$ cat src/rtl/hazard_controller.sv
// Stall/flush sequencer for the 5-stage pipeline: load-use, ID-branch operand stalls, taken-branch/jump flush, mul/div freeze.
// Optional build macro HAZARD_PERF_COUNTERS_EN adds stallCycles/flushCount/mdBusyCycles event counters.
//
//   state   | meaning
//   RUN     | normal issue; data stalls and control flushes evaluated each cycle
//   MD_BUSY | front end frozen while the multi-cycle mul/div unit works
module hazard_controller #(
    parameter int MD_LATENCY = 4,
    parameter int CNT_W      = 4
) (
    input  logic       clock,
    input  logic       reset,
    input  logic [4:0] registerRsID,
    input  logic [4:0] registerRtID,
    input  logic       usesRtID,
    input  logic       branchID,
    input  logic       branchTakenID,
    input  logic       jumpID,
    input  logic [4:0] registerRdEX,
    input  logic       regWriteEX,
    input  logic       memReadEX,
    input  logic [4:0] registerRdMEM,
    input  logic       memReadMEM,
    input  logic       mdStartEX,
    output logic       pcWrite,
    output logic       ifidWrite,
    output logic       ifidFlush,
    output logic       idexFlush,
    output logic       idexWrite,
    output logic       exmemBubble,
    output logic       mdBusy,
    output logic       mdDone
`ifdef HAZARD_PERF_COUNTERS_EN
    ,
    output logic [31:0] stallCycles,
    output logic [31:0] flushCount,
    output logic [31:0] mdBusyCycles
`endif
);

    typedef enum logic {
        RUN     = 1'b0,
        MD_BUSY = 1'b1
    } ctrlState;

    localparam logic [CNT_W-1:0] BUSY_LOAD = CNT_W'(MD_LATENCY - 1);
    localparam logic [CNT_W-1:0] CNT_ONE   = CNT_W'(1);

    ctrlState         state;
    ctrlState         stateNext;
    logic [CNT_W-1:0] busyCount;
    logic [CNT_W-1:0] busyCountNext;

    logic rdExMatchRs;
    logic rdExMatchRt;
    logic rdMemMatchRs;
    logic rdMemMatchRt;
    logic loadUse;
    logic brEx;
    logic brMem;
    logic stall;
    logic redirect;

    // Register 0 is hard-wired zero, so it can never carry a dependency.
    assign rdExMatchRs  = (registerRdEX  != 5'd0) && (registerRdEX  == registerRsID);
    assign rdExMatchRt  = (registerRdEX  != 5'd0) && (registerRdEX  == registerRtID);
    assign rdMemMatchRs = (registerRdMEM != 5'd0) && (registerRdMEM == registerRsID);
    assign rdMemMatchRt = (registerRdMEM != 5'd0) && (registerRdMEM == registerRtID);

    assign loadUse  = memReadEX && (rdExMatchRs || (usesRtID && rdExMatchRt));
    assign brEx     = branchID && regWriteEX && (rdExMatchRs || rdExMatchRt);
    assign brMem    = branchID && memReadMEM && (rdMemMatchRs || rdMemMatchRt);
    assign stall    = loadUse || brEx || brMem;
    assign redirect = (branchID && branchTakenID) || jumpID;

    always_ff @(posedge clock) begin
        if (reset) begin
            state     <= RUN;
            busyCount <= '0;
        end else begin
            state     <= stateNext;
            busyCount <= busyCountNext;
        end
    end

    always_comb begin
        stateNext     = state;
        busyCountNext = busyCount;
        pcWrite       = 1'b1;
        ifidWrite     = 1'b1;
        ifidFlush     = 1'b0;
        idexFlush     = 1'b0;
        idexWrite     = 1'b1;
        exmemBubble   = 1'b0;
        mdBusy        = 1'b0;
        mdDone        = 1'b0;
        unique case (state)
            RUN: begin
                if (stall) begin
                    pcWrite   = 1'b0;
                    ifidWrite = 1'b0;
                    idexFlush = 1'b1;
                end else if (redirect) begin
                    ifidFlush = 1'b1;
                end
                if (mdStartEX) begin
                    stateNext     = MD_BUSY;
                    busyCountNext = BUSY_LOAD;
                end
            end
            MD_BUSY: begin
                pcWrite     = 1'b0;
                ifidWrite   = 1'b0;
                idexWrite   = 1'b0;
                exmemBubble = 1'b1;
                mdBusy      = 1'b1;
                if (busyCount == '0) begin
                    mdDone    = 1'b1;
                    stateNext = RUN;
                end else begin
                    busyCountNext = busyCount - CNT_ONE;
                end
            end
            default: stateNext = RUN;
        endcase
    end

`ifdef HAZARD_PERF_COUNTERS_EN
    always_ff @(posedge clock) begin
        if (reset) begin
            stallCycles  <= '0;
            flushCount   <= '0;
            mdBusyCycles <= '0;
        end else begin
            if ((state == RUN) && stall) stallCycles <= stallCycles + 32'd1;
            if (ifidFlush) flushCount <= flushCount + 32'd1;
            if (mdBusy) mdBusyCycles <= mdBusyCycles + 32'd1;
        end
    end
`endif

endmodule

$ cat config.mk
export PLATFORM = sky130hd
export DESIGN_NAME = hazard_controller
export DESIGN_NICKNAME = d
export VERILOG_FILES = /design/src/rtl/hazard_controller.sv
export SDC_FILE = /design/constraint.sdc
export NUM_CORES = 1
export LEC_CHECK = 0
export ABC_CLOCK_PERIOD_IN_PS = 2900
export CORE_MARGIN = 2
export CORE_UTILIZATION = 37
export DETAILED_ROUTE_END_ITERATION = 10
export PLACE_DENSITY = 0.83
export SLEW_MARGIN = 20
export SYNTH_ARGS = -nofsm -noshare
export SYNTH_HDL_FRONTEND = slang
export SYNTH_SLANG_ARGS = --single-unit
$ cat constraint.sdc
create_clock -name clock -period 2.9 [get_ports clock]
set_input_delay 0.58 -clock clock [delete_from_list [all_inputs] [get_ports clock]]
set_output_delay 0.58 -clock clock [all_outputs]
set_load 0.02 [all_outputs]
### Yosys cells after proc, flatten, opt, wreduce, memory -nomap -nowiden

Index checks and enable logic that the tools add are counted.

* flip-flop bits (word level): 5
* input bits: 30
* output and inout bits: 8

* add/subtract/negate cells: 1
* eq/ne operators: 6
* mux-type cells: 17
* bitwise logic cells: 1
* reduce and logical (&&, ||, !) cells: 21

Operator list (count)
* 5-bit == test: 4
* 1-bit 2-to-1 mux: 12
* 1-bit logical AND: 11
* 5-bit nonzero test: 2
* 4-bit 2-to-1 mux: 2
* 4-bit case mux with 2 select lines: 1
* 1-bit logical OR: 6
* 4-bit logical NOT: 1
* 2-bit != test (second input constant): 2
* 1-bit case mux with 2 select lines: 2
* 4-bit by 1-bit subtractor with 4-bit output (second input constant): 1
* 2-bit AND reduction: 1
* 1-bit inverter: 1

### Depth between registers and ports, before layout

Gate-level depths: netlist of the first run.

* word-level depth: 9
* depth in mapped cells: 8
* depth with buffers taken out: 8

### Worst setup path before layout of the first run

Ideal clock, no wire load.

* path kind: input -> output
* start: input registerRdMEM[1]
* end: output pcWrite
* arrival time: 1.898 ns
* required time: 2.320 ns
* setup slack: 0.422 ns
* cell stages on the path: 5
* path through: or4_4 -> o211ai_2 -> o32ai_2 -> nor2_1 -> buf_4

* word-level cells in the longest chain between the ends: 7
* elaborated cells on any way between the ends: 10

Ends and longest elaborated chain
* start: declaration: line 22 `input logic [4:0] registerRdMEM,`
* 5-bit == test, or another cell as far along: line 67 `assign rdMemMatchRs = (registerRdMEM != 5'd0) && (registerRdMEM == registerRsID);`
* 1-bit logical AND, on equally long branches: line 67, 68
* 1-bit logical OR (*): line 72 `assign brMem = branchID && memReadMEM && (rdMemMatchRs || rdMemMatchRt);`
* 1-bit logical AND (*): line 72
* 1-bit logical OR (*): line 73 `assign stall = loadUse || brEx || brMem;`
* 1-bit 2-to-1 mux (*)
* 1-bit case mux with 2 select lines (*)
* end: declaration: line 25 `output logic pcWrite,`

Mark *: on every way between the ends. The rest lies on a longest branch, timed or not.

### Worst setup path after layout of the first run

* start: input registerRdEX[4]
* end: output idexFlush

* word-level cells in the longest chain between the ends: 9
* elaborated cells on any way between the ends: 14

Ends and longest elaborated chain
* start: declaration: line 19 `input logic [4:0] registerRdEX,`
* 5-bit == test / 5-bit nonzero test (equally long branches): line 66, 65
* 1-bit logical AND: line 66 `assign rdExMatchRt = (registerRdEX != 5'd0) && (registerRdEX == registerRtID);`
* 1-bit logical AND: line 70 `assign loadUse = memReadEX && (rdExMatchRs || (usesRtID && rdExMatchRt));`
* 1-bit logical OR: line 70
* 1-bit logical AND: line 70
* 1-bit logical OR (*) (2 in series): line 73
* 1-bit 2-to-1 mux (*): line 99 `if (stall) begin`
* 1-bit 2-to-1 mux (*): line 97 `unique case (state)`
* end: declaration: line 28 `output logic idexFlush,`

Marked as above.

==> run metrics, run 1 <==
outcome=finished clean; Via density=4.93; cts bufs inserted=3; met2 routed WL=975 microns; synth top area cells=xor2_1, dfxtp_1, nor2_1, nor3_1, a21oi_1; Synth area leader=xor2_1; top routing layer used=met4; total track usage=21.7%; Root Buffer Master=clkbuf_4; global-route wire length before repair=3030 microns; vias=685; Yosys reg bits=5; fin crit share=96.4%; Synth Net Count=104; worst min path class=reg2reg; IO Pins=38; Worst Hold Slack=494 ps; fillers=136; Final ANT Viol Nets=0; Period minus WS final=2790 ps; Worst path max stage delay=450 ps; Core ar.=1470 sq um; Net Sw Power=0.113 mW; worst-margin pin slew=332 ps; Rel. slew slack=77.8%; GRT Residual Overflow=0; fmax=358 MHz; drt first pass iters=3; setup violators final=0; clk slew on worst S/H paths=50 ps; chip height=43.0 microns; Arrival @ worst endpoint=2210 ps; power density cells=318 nW/um^2; Synth Cell Area=563 sq um; DIE WIDTH=43.0 microns; post-synth top area share=31.1%; pre-CTS setup slack=-416 ps; full die area=1850 sq um; register area share after synthesis=17.8%; combinational share of power=49.3%; family with the most delay on the worst path=buffers and inverters; CTS tree=built; clk sinks=5; Initial Utilization=38.3%; Pint=0.215 mW; dpl hpwl=1540 microns; synthesized area per cell=7.71 sq um; placed cell count=135; layout cell share with drive strength beyond 1=21.1%; CP Data Required Time=2320 ps; WL met3=81 microns; Nets=155; post-route insts no fill=139; Fin. Hold Viols=0; Routed wire per std cell=13.4 microns; register share of total power=25.5%; switch share=34.6%; crit-path max FO=3; gp weighted congestion=0.855; Syn. warnings=0; slowest CP cell=clkdlybuf4s50_1; Bufs and invs on worst path=2; worst-skew pair later-pin latency=250 ps; worst ir drop on vdd=0.251 mV; CP Capture Type=primary output; final max-slew violation count=0; Antenna Cells=0; antenna violations before repair=0; # DRC=0; crit-path cells=clkdlybuf4s50_1 > xor2_1 > nor4_2 > a22oi_1 > o32ai_2 > and2_1 > buf_2; sum of routed wire segments on met1=769 microns; crit start category=input pin; Lkg Pwr=0.435 nW; hold_buf cts=0; largest net degree at the start of global routing=11; WS Path Type=in2out; cell count after synthesis=73; Routed WL=1870 microns; Row Count=14; Cell variety after synth=23; H-tree depth=1; CTS max path bufs=2; RSZ-0062 raised after global routing=no; Post-CTS Setup Repair Bufs=0; clock network fraction of total power=25.2%; Worst Skew=2.94 ps; vias in the first global route=739; Final WS setup=105 ps; Port Buffers=37; P&R area growth vs syn=83.3%; DR iter-0 viols=6; Max-Cap Viols=0
[metrics by stage]
stage               cell area, sq um  power [mW]  util, %  TNS, ps
detailed placement              1020       0.252     69.6    -1310
global placement                1020       0.246     69.6    -1230
CTS                             1050       0.333     71.1        0
floorplan                        563       0.158        -        0
finish                          1030       0.328     70.2        0
global route                    1030       0.349     70.2        0
[synth_stat cells]
master	instances
nor2_1	13
o211ai_2	1
inv_1	3
a311oi_1	2
nand2_1	2
a21oi_1	5
xor2_1	20
dfxtp_1	5
a22oi_1	1
a22oi_2	1
nor4_2	1
buf_4	2
or4_4	1
ha_1	1
o21ai_0	2
buf_2	1
nor3_1	6
or4_1	1
and2_1	1
inv_2	1
or3_1	1
o32ai_2	1
nand4b_1	1
[cells in the final DEF (no fill, tap or decap), types with 2 or more instances in the layout]
cell / instances
inv_1: 3
nor3_1: 6
clkbuf_2: 2
xor2_1: 20
clkbuf_4: 3
buf_2: 2
nor2_1: 12
clkdlybuf4s50_1: 33
buf_4: 12
dfxtp_1: 5
a21oi_1: 5
o21ai_0: 2
nand2_1: 2
a311oi_1: 2
[flip-flops by register name, indices dropped and copies added, names as in the netlist]
signal,flops
busyCount,4
state,1
[cell type report]
class | instances | area, sq um | share of cell area [%]
Multi-Input combinational cell | 61 | 430 | 41.7
Inverter | 4 | 15.0 | 1.45
Sequential cell | 5 | 100 | 9.70
Tap cell | 16 | 20.0 | 1.94
Timing Repair Buffer | 49 | 440 | 42.7
Clock buffer | 4 | 26.3 | 2.55
[path summary, 6_finish.rpt]
| kind | start | end | slack, ps | cells past startpoint |
|---|---|---|---|---|
| min | busyCount[3]$_SDFFE_PP0P_ | busyCount[2]$_SDFFE_PP0P_ | 490 | 2 |
| max reg2reg | busyCount[0]$_SDFFE_PP0P_ | busyCount[1]$_SDFFE_PP0P_ | 1400 | 8 |
| min reg2reg | busyCount[3]$_SDFFE_PP0P_ | busyCount[2]$_SDFFE_PP0P_ | 490 | 2 |
| max | registerRdEX[4] | idexFlush | 110 | 7 |
[kinds of logic (layout without fill, tap and decap cells)]
group	Yosys count	in the layout	share of synthesized area, %
compound gates	13	13	18.0
simple gates	27	27	24.7
fa+ha+maj	1	1	2.22
flops	5	5	17.8
buf+inv	7	57	6.22
xor+xnor	20	20	31.1
[routing by layer]
| metal | vias up | track usage, % |
|---|---|---|
| li1 | 354 | - |
| met1 | 300 | 23.1 |
| met2 | 27 | 42.1 |
| met3 | 4 | 0.426 |
| met4 | 0 | 11.5 |
| met5 | - | 0 |
[power by group through the flow]
stage	Sequential (mW)	Clock (mW)	Combinational [mW]
floorplan	0.0825	0	0.0754
global placement	0.0840	0	0.162
detailed placement	0.0845	0	0.167
CTS	0.0835	0.0842	0.165
global route	0.0849	0.0887	0.175
finish	0.0837	0.0828	0.162
[worst min-delay path: cells and delay by family, from the launching register on]
| family | cells | cell delay, ps |
|---|---|---|
| DFF | 1 | 320 |
| AOI/OAI and AO/OA | 1 | 50 |
| and+or+nand+nor | 1 | 60 |
[timing repair]
item	4_1_cts	5_1_grt
resized for setup	12	4
setup endpoints to repair	4	3
pin swaps	1	0
Note: power is estimated with default switching activity, not from simulation.
==> run 2, diff against run 1 <==
--- a/config.mk
+++ b/config.mk
@@ -11,5 +11,5 @@
 export DETAILED_ROUTE_END_ITERATION = 10
 export PLACE_DENSITY = 0.83
-export SLEW_MARGIN = 20
+export SLEW_MARGIN = 5
 export SYNTH_ARGS = -nofsm -noshare
 export SYNTH_HDL_FRONTEND = slang
==> constraint.sdc (replaced) <==
create_clock -name clock -period 2.9 [get_ports clock]
set_input_delay 0.29 -clock clock [delete_from_list [all_inputs] [get_ports clock]]
set_output_delay 0.29 -clock clock [all_outputs]
set_load 0.02 [all_outputs]
==> run 2 against run 1 <==
Fmax grew 2.4%. Routed wire length decreased by 10%. Utilization shrank 4.9 points. Sequential cell count unchanged. First-iteration DRC count up 100%. Largest power group unchanged. Register-to-register slack barely moved. Design area shrank 7.0%. Combinational power decreased by 4%. Setup slack improved by 65 ps.
==> run metrics, run 2 (synthesis gave the netlist of run 1 again) <==
Via density=5.16 (was 4.93); CTS max path bufs=2 (unchanged); post-route insts no fill=127 (was 139); total track usage=19.4% (was 21.7%); Rel. slew slack=78.7% (was 77.8%); largest net degree at the start of global routing=11 (unchanged); largest registers=busyCount (4), state (1) (unchanged); crit-path max FO=3 (unchanged); fillers=133 (was 136); Initial Utilization=38.3% (unchanged); crit start category=input pin (unchanged); # DRC=0 (unchanged); GRT Residual Overflow=0 (unchanged); full die area=1850 sq um (unchanged); clk sinks=5 (unchanged); Root Buffer Master=clkbuf_4 (unchanged); cts bufs inserted=3 (unchanged); outcome=finished clean (unchanged); worst ir drop on vdd=0.244 mV (was 0.251 mV); Period minus WS final=2730 ps (was 2790 ps); dpl hpwl=1360 microns (was 1540 microns); Fin. Hold Viols=0 (unchanged); DR iter-0 viols=12 (was 6); Area after DPL=933 sq um (was 1020 sq um); vias=655 (was 685); global-route wire length before repair=2660 microns (was 3030 microns); Max-Cap Viols=0 (unchanged); worst min path class=reg2reg (unchanged); Core ar.=1470 sq um (unchanged); Design Power=0.318 mW (was 0.328 mW); fmax=366 MHz (was 358 MHz); CTS tree=built (unchanged); max FFs per register=4 (unchanged); Nets=143 (was 155); Row Count=14 (unchanged); Routed WL=1680 microns (was 1870 microns); Post-CTS Resized=0 (was 12); Multi-input gate area=428 sq um (was 430 sq um); fin util=65.2% (was 70.2%); hold_buf cts=0 (unchanged); Lkg Pwr=0.376 nW (was 0.435 nW); Final ANT Viol Nets=0 (unchanged); gp weighted congestion=0.898 (was 0.855); IO Pins=38 (unchanged); Port Buffers=37 (unchanged); final max-slew violation count=0 (unchanged); chip height=43.0 microns (unchanged); antenna violations before repair=0 (unchanged); Hold Path Cell Cnt=2 (unchanged); RSZ-0062 raised after global routing=no (unchanged); drt first pass iters=4 (was 3); depth of the worst register-to-register path=8 (unchanged); worst-margin pin slew=319 ps (was 332 ps); Finished Cell Area=960 sq um (was 1030 sq um); CP Capture Type=primary output (unchanged); Post-CTS Setup Repair Bufs=0 (unchanged); most common cell after layout, fill and taps aside=clkdlybuf4s50_1 (unchanged); H-tree depth=1 (unchanged); Worst Skew=0.209 ps (was 2.94 ps); fin crit share=94.1% (was 96.4%); setup violators final=0 (unchanged); Antenna Cells=0 (unchanged); layout cell share with drive strength beyond 1=8.11% (was 21.1%); clk slew on worst S/H paths=40 ps (was 50 ps); vias in the first global route=674 (was 739); WS Path Type=in2out (unchanged); worst-skew pair later-pin latency=240 ps (was 250 ps); Biggest register=busyCount (unchanged); CP Data Required Time=2610 ps (was 2320 ps); Routed wire per std cell=13.2 microns (was 13.4 microns); Reg area=100 sq um (unchanged); P&R area growth vs syn=70.4% (was 83.3%); Arrival @ worst endpoint=2440 ps (was 2210 ps); commonest non-fill, non-tap cells in the layout=clkdlybuf4s50_1, xor2_1, nor2_1 (was clkdlybuf4s50_1, xor2_1, nor2_1, buf_4, nor3_1); setup tns final=0 ps (unchanged); DIE WIDTH=43.0 microns (unchanged); power density cells=331 nW/um^2 (was 318 nW/um^2); placed cell count=123 (was 135)
run 2: cell count changes in the layout (fill, tap and decap cells not counted), sizes merged:
| cell | change |
|---|---|
| buf | -14 |
| clkdlybuf4s50 | +4 |
| clkbuf | -2 |
run 2: per-layer routing:
layer	global-route usage, %	part of all wire [%]	vias to the layer above
met2	35.8	48	30
met4	14.5	4.0	0
met3	2.55	7.3	9
li1	-	-	331
met1	19.2	41	285
met5	0	0	-
run 2: final timing paths:
kind | from | end | slack [ps]
worst max-delay path | registerRdEX[4] | idexFlush | 170
worst min-delay path | busyCount[3]$_SDFFE_PP0P_ | busyCount[2]$_SDFFE_PP0P_ | 480
worst max register to register | busyCount[0]$_SDFFE_PP0P_ | busyCount[0]$_SDFFE_PP0P_ | 1400
worst min register to register | busyCount[3]$_SDFFE_PP0P_ | busyCount[2]$_SDFFE_PP0P_ | 480
run 2: worst max-delay path, cell delays in order:
cell and delay (ps):
clkdlybuf4s50_1 480, xor2_1 200, nor4_2 240, a22oi_1 130
o32ai_2 330, and2_1 170, clkdlybuf4s50_1 590
run 2: power breakdown:
part	switching, mW	leakage, nW	internal, mW
combinational	0.0716	0.320	0.0831
sequential	0.00753	0.0413	0.0757
clock	0.0277	0.0150	0.0520
run 2: final cells by class:
type                       count  share of cell area, %
inverter                       4                   1.56
multi-input combinational     61                   44.6
clock buffer                   4                   2.74
timing repair buffer          37                   38.6
sequential                     5                   10.4
tap                           16                   2.09
run 2: through the flow:
stage	setup WS, ps	hold WS (ps)
3_5_place_dp	170	476
2_1_floorplan	1000	359
3_3_place_gp	186	469
5_1_grt	49.0	516
6_report	170	482
4_1_cts	166	482
==> RTL change 1 (settings of run 2) <==
The parameter `CNT_W` goes from 4 to 5.
--- a/src/rtl/hazard_controller.sv
+++ b/src/rtl/hazard_controller.sv
@@ -6,7 +6,7 @@
 //   MD_BUSY | front end frozen while the multi-cycle mul/div unit works
 module hazard_controller #(
     parameter int MD_LATENCY = 4,
-    parameter int CNT_W      = 4
+    parameter int CNT_W      = 5
 ) (
     input  logic       clock,
     input  logic       reset,
Function: no difference found for any inputs over 10 cycles, from zero or initial values and one cycle with reset high; that may be too few to reach the edited logic, so the function may still have changed.
==> RTL change 1 against run 2 <==
  * Core utilization increased by 0.36 points
  * Via count decreased by 1.2%
  * Worst setup slack improved by 0.011 ns
  * Final area increased by 5.3%
  * Sequential share of layout area increased by 1.5 points
  * Area after synthesis increased by 9.8%
  * Routed wire length increased by 5.2%
  * First-iteration DRC count increased to 2.8 times the old value
  * Synthesized cell count increased by 6.8%
  * Clock power decreased by 4.4%
  * Total power increased by 13%
  * Sequential cell count increased by 1
==> RTL change 1: results (changes against run 2) <==
| Metric | Value |
|---|---|
| Outcome | `complete, no violations` |
| CP Launch Point | `branchID` |
| Sequential cell area | `120.1 um2 (+20%)` |
| Overall Global Routing Usage | `19.65% (+0.26 points)` |
| Placer Congestion | `0.8863 (-1.3%)` |
| # clk buffers | `3 (-1)` |
| DP Cell Count | `128 (+4.1%)` |
| Top post-synthesis cells by count | `xor2_1, nor2_1, dfxtp_1, nor3_1, inv_1` |
| Comb group | `0.179 mW (+15%)` |
| Largest cells by area after synthesis | `xor2_1, dfxtp_1, nor2_1` |
| Clock share of power | `21.2% (-3.9 points)` |
| Dpl cell area | `988.4 um2 (+5.9%)` |
| R2R setup slack | `1.36 ns (-0.04 ns)` |
| #FFs+latches synth | `6 (+1)` |
| Mapped Nets | `110 (+5.8%)` |
| Lkg Pwr | `0.4041 nW (+7.4%)` |
| Global-route wire length before repair | `2.932 mm (+10%)` |
| Multi-input gate count | `65 (+6.6%)` |
| DP HPWL | `1.434 mm (+5.3%)` |
| Seq/Total Area, Yosys | `19.43% (+1.7 points)` |
| Signal buffers share of area | `36.63% (-2.0 points)` |
| Cell variety after synth | `24 (+4.3%)` |
| Vias in the first global route | `660 (-2.1%)` |
| Mapped Cells | `78 (+6.8%)` |
| Largest regs | `busyCount (5), state (1)` |
| GR Layer Usage met3 | `3.600% (+1.0 points)` |
| GRT met1 Usage | `27.01% (+7.8 points)` |
| Final net count | `149 (+4.2%)` |
| Fin Clk Skew | `0.002447 ns (+0.002238 ns)` |
| Hold EP | `busyCount[3]$_SDFFE_PP0P_` |
| DRT iter0 DRCs | `33 (+21)` |
| Layout cells sized above 1 | `6.957% (-1.2 points)` |
| Multi-input combinational area share | `45.79% (+1.2 points)` |
| Metal3 WL | `168 um (+38%)` |
| Via count | `647 (-1.2%)` |
| Met2 wire len | `734 um (-8.1%)` |
| Total detailed-routing wirelength | `1.767 mm (+5.2%)` |
| Wire per inst | `13.49 um (+2.0%)` |
[RTL change 1: cell families (layout without fill, tap and decap cells)]
logic type / after synthesis / after routing / share of synthesized area [%]
simple gates: 29 / 29 / 22.88
xor+xnor: 23 / 23 / 32.59
compound gates: 11 / 11 / 15.39
buf+inv: 7 / 44 / 5.666
flops: 6 / 6 / 19.43
fa+ha+maj: 2 / 2 / 4.048
[RTL change 1: worst max-delay path, stage by stage]
cell and delay [ns]:
clkdlybuf4s50_1 0.56, a21oi_1 0.11, nor4_2 0.26, a22oi_1 0.13, o32ai_2 0.32, and2_1 0.17, clkdlybuf4s50_1 0.59
[RTL change 1: per-stage QoR]
stage               setup WS (ns)  utilization [%]  power [mW]  hold slack [ns]
floorplan                   1.002                -      0.2006           0.3621
global placement           0.2169            64.12      0.2814           0.4995
detailed placement         0.1841            64.12      0.2834           0.5041
CTS                        0.1656            65.58      0.3636           0.5200
global route              0.03441            65.58      0.3891           0.5725
finish                     0.1810            65.58      0.3595           0.5173
==> RTL change 2 (flow settings as in run 2) <==
Without the edit above. Register the output `mdDone`; this adds one clock of latency there. The other outputs are not delayed to match.
--- a/src/rtl/hazard_controller.sv
+++ b/src/rtl/hazard_controller.sv
@@ -46,6 +46,8 @@
     localparam logic [CNT_W-1:0] BUSY_LOAD = CNT_W'(MD_LATENCY - 1);
     localparam logic [CNT_W-1:0] CNT_ONE   = CNT_W'(1);
 
+    logic mdDone_d;
+
     ctrlState         state;
     ctrlState         stateNext;
     logic [CNT_W-1:0] busyCount;
@@ -93,7 +95,7 @@
         idexWrite     = 1'b1;
         exmemBubble   = 1'b0;
         mdBusy        = 1'b0;
-        mdDone        = 1'b0;
+        mdDone_d      = 1'b0;
         unique case (state)
             RUN: begin
                 if (stall) begin
@@ -115,7 +117,7 @@
                 exmemBubble = 1'b1;
                 mdBusy      = 1'b1;
                 if (busyCount == '0) begin
-                    mdDone    = 1'b1;
+                    mdDone_d  = 1'b1;
                     stateNext = RUN;
                 end else begin
                     busyCountNext = busyCount - CNT_ONE;
@@ -139,5 +141,9 @@
     end
 `endif
 
+    always_ff @(posedge clock) begin
+        mdDone <= mdDone_d;
+    end
+
 endmodule
 
Formal check against the unedited RTL: not equivalent (a bounded check fails within 10 cycles, from zero or initial values and one cycle with reset high).
==> RTL change 2 against run 2 <==
  * Largest cell class unchanged
  * Die area up 4.8%
  * Global-route usage down 2.4 points
  * Count of clock-buffer cells in the layout down 1
  * Critical path depth unchanged
  * Routed wire length down 5.2%
  * Critical path type unchanged
  * Area after synthesis up 5.3%
  * Register-to-register slack better by 0.14 ns
  * Sequential cell count up 1
  * Total power up 5.1%
  * Core utilization up 0.56 points
  * Highest routed layer unchanged
  * Worst setup slack better by 0.031 ns
  * Final area up 3.3%
==> RTL change 2: results (changes against run 2) <==
| Metric | Value |
|---|---|
| Outcome | `complete, no violations` |
| Total detailed-routing wirelength | `1.593 mm (-5.2%)` |
| Setup WS pre-CTS | `0.1845 ns (+0.01459 ns)` |
| Main synth FF type | `dfxtp_1` |
| Fin Clk Skew | `0.002219 ns (+0.002010 ns)` |
| CP Launch Point | `branchID` |
| Top post-synthesis cells by count | `xor2_1, nor2_1, dfxtp_1, nor3_1, a21oi_1` |
| Syn avg cell area | `8.014 um2 (+3.9%)` |
| Largest regs | `busyCount (4), mdDone (1), state (1)` |
| Placer Congestion | `0.8643 (-3.7%)` |
| Maximum vdd drop | `0.2353 mV (-3.6%)` |
| Seq/Total Area, Yosys | `20.25% (+2.5 points)` |
| Mapped Nets | `106 (+1.9%)` |
| Max FO, Critical Path | `4 (+1)` |
| Final net count | `146 (+2.1%)` |
| Rel. slew slack | `80.62% (+1.9 points)` |
| Hold EP | `mdDone$_SDFF_PN0_` |
| Arr. time, crit path | `2.41 ns (-0.03 ns)` |
| Largest net degree at the start of global routing | `8 (-3)` |
| R2R setup slack | `1.54 ns (+0.14 ns)` |
| Lkg Pwr | `0.3889 nW (+3.4%)` |
| Post-layout minimum cycle time | `2.699 ns (-0.03107 ns)` |
| Layout cells sized above 1 | `8.036% (-0.072 points)` |
| Largest cells by area after synthesis | `xor2_1, dfxtp_1, nor2_1` |
| Overall Global Routing Usage | `16.98% (-2.4 points)` |
| Via count | `646 (-1.4%)` |
| Dpl cell area | `968.4 um2 (+3.8%)` |
| Layout Cells excl Fill | `128 (+0.79%)` |
| Cell variety after synth | `22 (-4.3%)` |
==> RTL change 2: cells by family (layout without fill, tap and decap cells) <==
group / after synthesis / in the layout / share of synthesized area, %
flip-flops: 6 / 6 / 20.25
AND/OR/NAND/NOR: 28 / 28 / 24.90
buffers and inverters: 5 / 43 / 4.430
XOR/XNOR: 20 / 20 / 29.54
adder cells (fa/ha/maj): 2 / 2 / 4.219
AO/OA/AOI/OAI: 13 / 13 / 16.67
==> RTL change 2: cell type report <==
type	count	area, um2
Inverter	3	11.26
Fill cell	135	515.5
Sequential cell	6	120.1
Multi-Input combinational cell	63	446.7
Timing Repair Buffer	37	370.4
Tap cell	16	20.02
Clock buffer	3	22.52
==> RTL change 2: layer usage <==
metal,wire (um),track usage [%]
met1,670,18.80
met2,838,33.82
met3,76,2.041
met4,8,3.636
met5,0,0
==> RTL change 2: where the power goes <==
group          total [mW]  switching, mW  internal (mW)
logic               0.159         0.0733         0.0862
clock network      0.0725         0.0260         0.0465
registers           0.102        0.00969         0.0922
total               0.334          0.109          0.225
